==> config.mk <==
export PLATFORM = sky130hd
export DESIGN_NAME = dfe_iq_serializer
export DESIGN_NICKNAME = d
export VERILOG_FILES = /design/src/rtl/dfe_iq_serializer.sv
export SDC_FILE = /design/constraint.sdc
export NUM_CORES = 1
export LEC_CHECK = 0
export BUFFER_PORTS_ARGS = -buffer_cell sky130_fd_sc_hd__buf_4
export CORE_UTILIZATION = 40
export DETAILED_ROUTE_END_ITERATION = 10
export PLACE_DENSITY = 0.62
export SLEW_MARGIN = 20
export SYNTH_ARGS = -nofsm -noshare
export SYNTH_HDL_FRONTEND = slang
export SYNTH_SLANG_ARGS = --single-unit
==> constraint.sdc <==
create_clock -name clk -period 3.72 [get_ports clk]
set_clock_uncertainty 0.1 [all_clocks]
set_input_delay 0.186 -clock clk [delete_from_list [all_inputs] [get_ports clk]]
set_output_delay 0.186 -clock clk [all_outputs]
set_load 0.02 [all_outputs]
==> src/rtl/dfe_iq_serializer.sv <==
// dfe_iq_serializer: re-pairs the muxed I/Q sample stream, buffers the pairs and
// shifts each one out as a framed serial word, MSB first, with I before Q.
// Ports:
//   clk, rst_n          readout clock; asynchronous active-low reset
//   din, din_valid      signed sample and its qualifier, one sample per valid cycle
//   din_iq              1 = I sample, 0 = Q sample
//   enable              permits new serial frames to start
//   sdo, frame          serial data; frame is high on the first bit of each word
//   fifo_level          pairs currently buffered
//   overflow, sync_err  sticky flags: pair dropped on a full FIFO / Q without a pending I
module dfe_iq_serializer #(
  parameter int BW    = 21,
  parameter int DEPTH = 4,
  parameter int LW    = 3
) (
  input  logic          clk,
  input  logic          rst_n,
  input  logic [BW-1:0] din,
  input  logic          din_valid,
  input  logic          din_iq,
  input  logic          enable,
  output logic          sdo,
  output logic          frame,
  output logic [LW-1:0] fifo_level,
  output logic          overflow,
  output logic          sync_err
);
  localparam int FW = 2 * BW;
  localparam int AW = $clog2(DEPTH);
  localparam int CW = $clog2(FW);
  typedef enum logic {IDLE, SHIFT} state_t;
  state_t        state;
  logic [FW-1:0] sr;
  logic [FW-1:0] mem [DEPTH];
  logic [CW-1:0] bitcnt;
  logic [AW-1:0] wr_ptr, rd_ptr;
  logic [LW-1:0] count;
  logic [BW-1:0] i_hold;
  logic          hold_vld;
  logic          last, full, pop, push, push_ok;
  always_comb begin
    last    = bitcnt == CW'(FW - 1);
    full    = count == LW'(DEPTH);
    // a new frame starts from idle or directly after the last bit of the current one
    pop     = enable && count != '0 && (state == IDLE || last);
    push    = din_valid && !din_iq && hold_vld;
    // a full FIFO still accepts a pair when the head leaves on the same edge
    push_ok = push && (!full || pop);
  end
  always_ff @(posedge clk) begin
    if (push_ok) mem[wr_ptr] <= {i_hold, din};
  end
  always_ff @(posedge clk or negedge rst_n) begin
    if (!rst_n) begin
      state    <= IDLE;
      sr       <= '0;
      bitcnt   <= '0;
      wr_ptr   <= '0;
      rd_ptr   <= '0;
      count    <= '0;
      i_hold   <= '0;
      hold_vld <= 1'b0;
      overflow <= 1'b0;
      sync_err <= 1'b0;
    end else begin
      if (din_valid) begin
        if (din_iq) begin
          i_hold   <= din;
          hold_vld <= 1'b1;
        end else if (hold_vld) hold_vld <= 1'b0;
        else sync_err <= 1'b1;
      end
      if (push_ok) wr_ptr <= wr_ptr + AW'(1);
      if (push && !push_ok) overflow <= 1'b1;
      if (pop) rd_ptr <= rd_ptr + AW'(1);
      count <= count + LW'(push_ok) - LW'(pop);
      if (pop) begin
        state  <= SHIFT;
        sr     <= mem[rd_ptr];
        bitcnt <= '0;
      end else if (state == SHIFT) begin
        if (last) begin
          state  <= IDLE;
          sr     <= '0;
          bitcnt <= '0;
        end else begin
          sr     <= {sr[FW-2:0], 1'b0};
          bitcnt <= bitcnt + CW'(1);
        end
      end
    end
  end
  assign sdo        = state == SHIFT && sr[FW-1];
  assign frame      = state == SHIFT && bitcnt == '0;
  assign fifo_level = count;
endmodule

==> metrics.md <==
| Metric | Value |
|---|---|
| Status | completed |
| Static Leak | 4.27 nW |
| CP Max Fanout | 19 |
| Post-synthesis register bit count | 248 |
| Avg Cell Area, Syn | 16.8 sq um |
| Post-synthesis cell area | 9990 sq um |
| Die height | 160 microns |
| Initial cell density of the core | 0.410 |
| WP data arrival | 2890 ps |
| Post-synth top area share | 0.505 |
| CTS Root Cell | clkbuf_16 |
| Final WL | 19500 microns |
| Core Util, Final | 0.482 |
| Remaining antenna violation count after routing | 0 |
| Synth Area in XOR/XNOR | 0.00438 |
| VDD IR-drop max | 421 uV |
| Die Wd | 160 microns |
| TritonRoute pass-1 iters | 4 |
| CTS tree | yes |
| Startpoint Class | flop |
| Final hold violations | 0 |
| Synth Instances | 595 |
| Crit-path leading delay family | simple AND/OR/NAND/NOR gates |
| Async SR Flop Fraction | 0.323 |
| Post-Synth Adder-Cell Area | 0.0133 |
| Crit path required time | 3810 ps |
| Cell Rows | 57 |
| CP Capture Type | flop |
| Crit-path slowest cell | nor2_4 |
| First-pass GRT wire length | 31300 microns |
| Critical path class | flop to flop |
| Total Power | 0.00822 W |
| Routability congestion estimate | 0.751 |
| Setup TNS | 0 ps |
| Share of cells above drive strength 1 | 0.239 |
| Reg power frac | 0.458 |
| Htree depth | 1 |
| Top Ports | 33 |
| Hold buffers post-CTS | 24 |
| Core ar. | 24400 sq um |
| Half-perimeter wire length after placement | 11500 microns |
| Commonest non-fill, non-tap cells in the layout | edfxtp_1, nand2_1, dfrtp_1 |
| Post-synth top area cell | edfxtp_1 |
| Proportion of synthesized area in mux cells | 0.122 |
| Die ar. | 25600 sq um |
| CTS Buf Count | 26 |
| Avg Vias per Cell | 5.37 |
| Synth Area in Compound Gates | 0.0759 |
| Initial antenna violation count | 0 |
| Synth Flop Type | edfxtp_1 |
| Tcrit/Tclk final | 0.752 |
| Starting DRT DRC Count | 388 |
| GRT Resource Usage Total | 0.156 |
| Slew HR | 0.343 |
| # DRC | 0 |
| Hold_ws | 185 ps |
| Worst path bufs/invs | 2 |
| Synth Warn # | 0 |
| P_int | 0.00598 W |
| Synth Area in Simple Gates | 0.0476 |
| Total of max-cap violations | 0 |
| Post-CTS setup buffer count | 0 |
| Pin count of the biggest net entering global routing | 58 |
| HP Class | input pin to async pin |
| Max Freq | 357 MHz |
| Clk sink count | 248 |
| Synth area leaders | edfxtp_1, dfrtp_1, mux4_2, a221o_1, nand2_1 |
| Final global-route overflow total | 0 |
| Largest family of logic cells by synthesized area | multiplexers |
| Crit path largest cell delay | 530 ps |
| Post-route cell area | 11800 sq um |
| I/O Buffers | 32 |
| Power density over cell area | 699 nW/um^2 |
| Worst Tran Pin Value | 986 ps |
| RSZ-0062 raised after global routing | false |
| Clock transition at the registers of the reported paths | 70 ps |
| Number of global-route vias before repair | 5636 |
| Area delta synth->final | 17.6% |
| Clock Latency Late Sink | 520 ps |
| Clock power share | 0.338 |
| Number of synthesized flops with an enable pin | 168 |
| Post-synthesis net count | 631 |
| Most common library cell in the layout ignoring fill and taps | edfxtp_1 |
| Netlist cell types | 40 |
| Post-synthesis sequential area ratio | 0.705 |
| Ant. Diodes | 0 |
| Switching share of total power | 0.272 |
| Crit path cell chain | inv_1, ha_1, nand4b_2, nor2_1, o211ai_2, nor2_4, buf_4 |
| # setup viols final | 0 |
| # nets final | 694 |
| Slew Limit Fails | 0 |
| Dpl cell area | 10600 sq um |
| DR WL/cell | 19.5 microns |
| Tmin final | 2800 ps |
| Comb pwr share | 0.203 |
| Post-CTS sizing | 0 |
| Psw | 0.00223 W |
| CTS max path bufs | 3 |
| Vias | 5385 |
## synth_stat cells (3+ instances only)
master / count
a21oi_1: 42
a221o_1: 41
clkbuf_4: 3
buf_2: 22
ha_1: 9
nand2b_1: 4
nor2_1: 7
mux4_1: 4
xnor2_1: 4
dfrtp_1: 80
o21ai_0: 8
clkbuf_1: 3
buf_12: 4
edfxtp_1: 168
nand2_1: 92
nand3_1: 3
mux4_2: 38
inv_1: 15
mux2_2: 21
## layout make-up
class	instances	area, sq um
Clock inverter	15	239
Multi-Input combinational cell	295	2670
Fill cell	2075	12600
Clock buffer	33	697
Tap cell	324	405
Inverter	15	56.3
Sequential cell	248	7050
Timing Repair Buffer	72	638
## cell families (layout without fill, tap and decap cells)
logic type | after synthesis | after routing
flip-flops | 248 | 248
multiplexers | 65 | 65
AO/OA/AOI/OAI | 101 | 101
XOR/XNOR | 5 | 5
buffers and inverters | 52 | 135
adder cells (fa/ha/maj) | 10 | 10
AND/OR/NAND/NOR | 114 | 114
## power groups by stage
stage	Clock [W]	Combinational, W	Sequential [W]
after floorplan	0	0.00139	0.00365
after global placement	0	0.00163	0.00378
after detailed placement	0	0.00167	0.00381
after CTS	0.00283	0.00170	0.00376
after global routing	0.00294	0.00183	0.00382
final	0.00278	0.00167	0.00377
## worst paths after layout
| check | startpoint | end | slack [ps] | depth (start not counted) |
|---|---|---|---|---|
| max | bitcnt[1] | mem[2][8] | 920 | 7 |
| min | rst_n | i_hold[17] | 180 | 2 |
| max reg2reg | bitcnt[1] | mem[2][8] | 920 | 7 |
| min reg2reg | sync_err | sync_err | 380 | 1 |
| max in group asynchronous | rst_n | sr[39] | 2420 | 3 |
| min in group clk | enable | bitcnt[3] | 190 | 4 |
## per-layer routing
metal  GRT usage  part of all wire  wire, microns  up-vias
met4      0.0407             0.021            403        0
met5           0                 0              0        -
met1       0.205              0.43           8480     2790
li1            -                 -              -     2429
met2       0.270              0.50           9790      135
met3      0.0255             0.044            864       31
## sequential cells by signal, summed over array words and instances, names as in the netlist
| name | flops |
|---|---|
| rd_ptr | 2 |
| mem | 168 |
| overflow | 1 |
| state | 1 |
| fifo_level | 3 |
| sr | 42 |
| sync_err | 1 |
| bitcnt | 6 |
| i_hold | 21 |
| wr_ptr | 2 |
| hold_vld | 1 |
## stage by stage
stage	worst slack, ps	std cells
3_3_place_gp	1030	930
4_1_cts	887	1002
2_1_floorplan	268	595
6_report	921	1002
3_5_place_dp	946	930
5_1_grt	716	1002
Note: power is estimated with default switching activity, not from simulation.
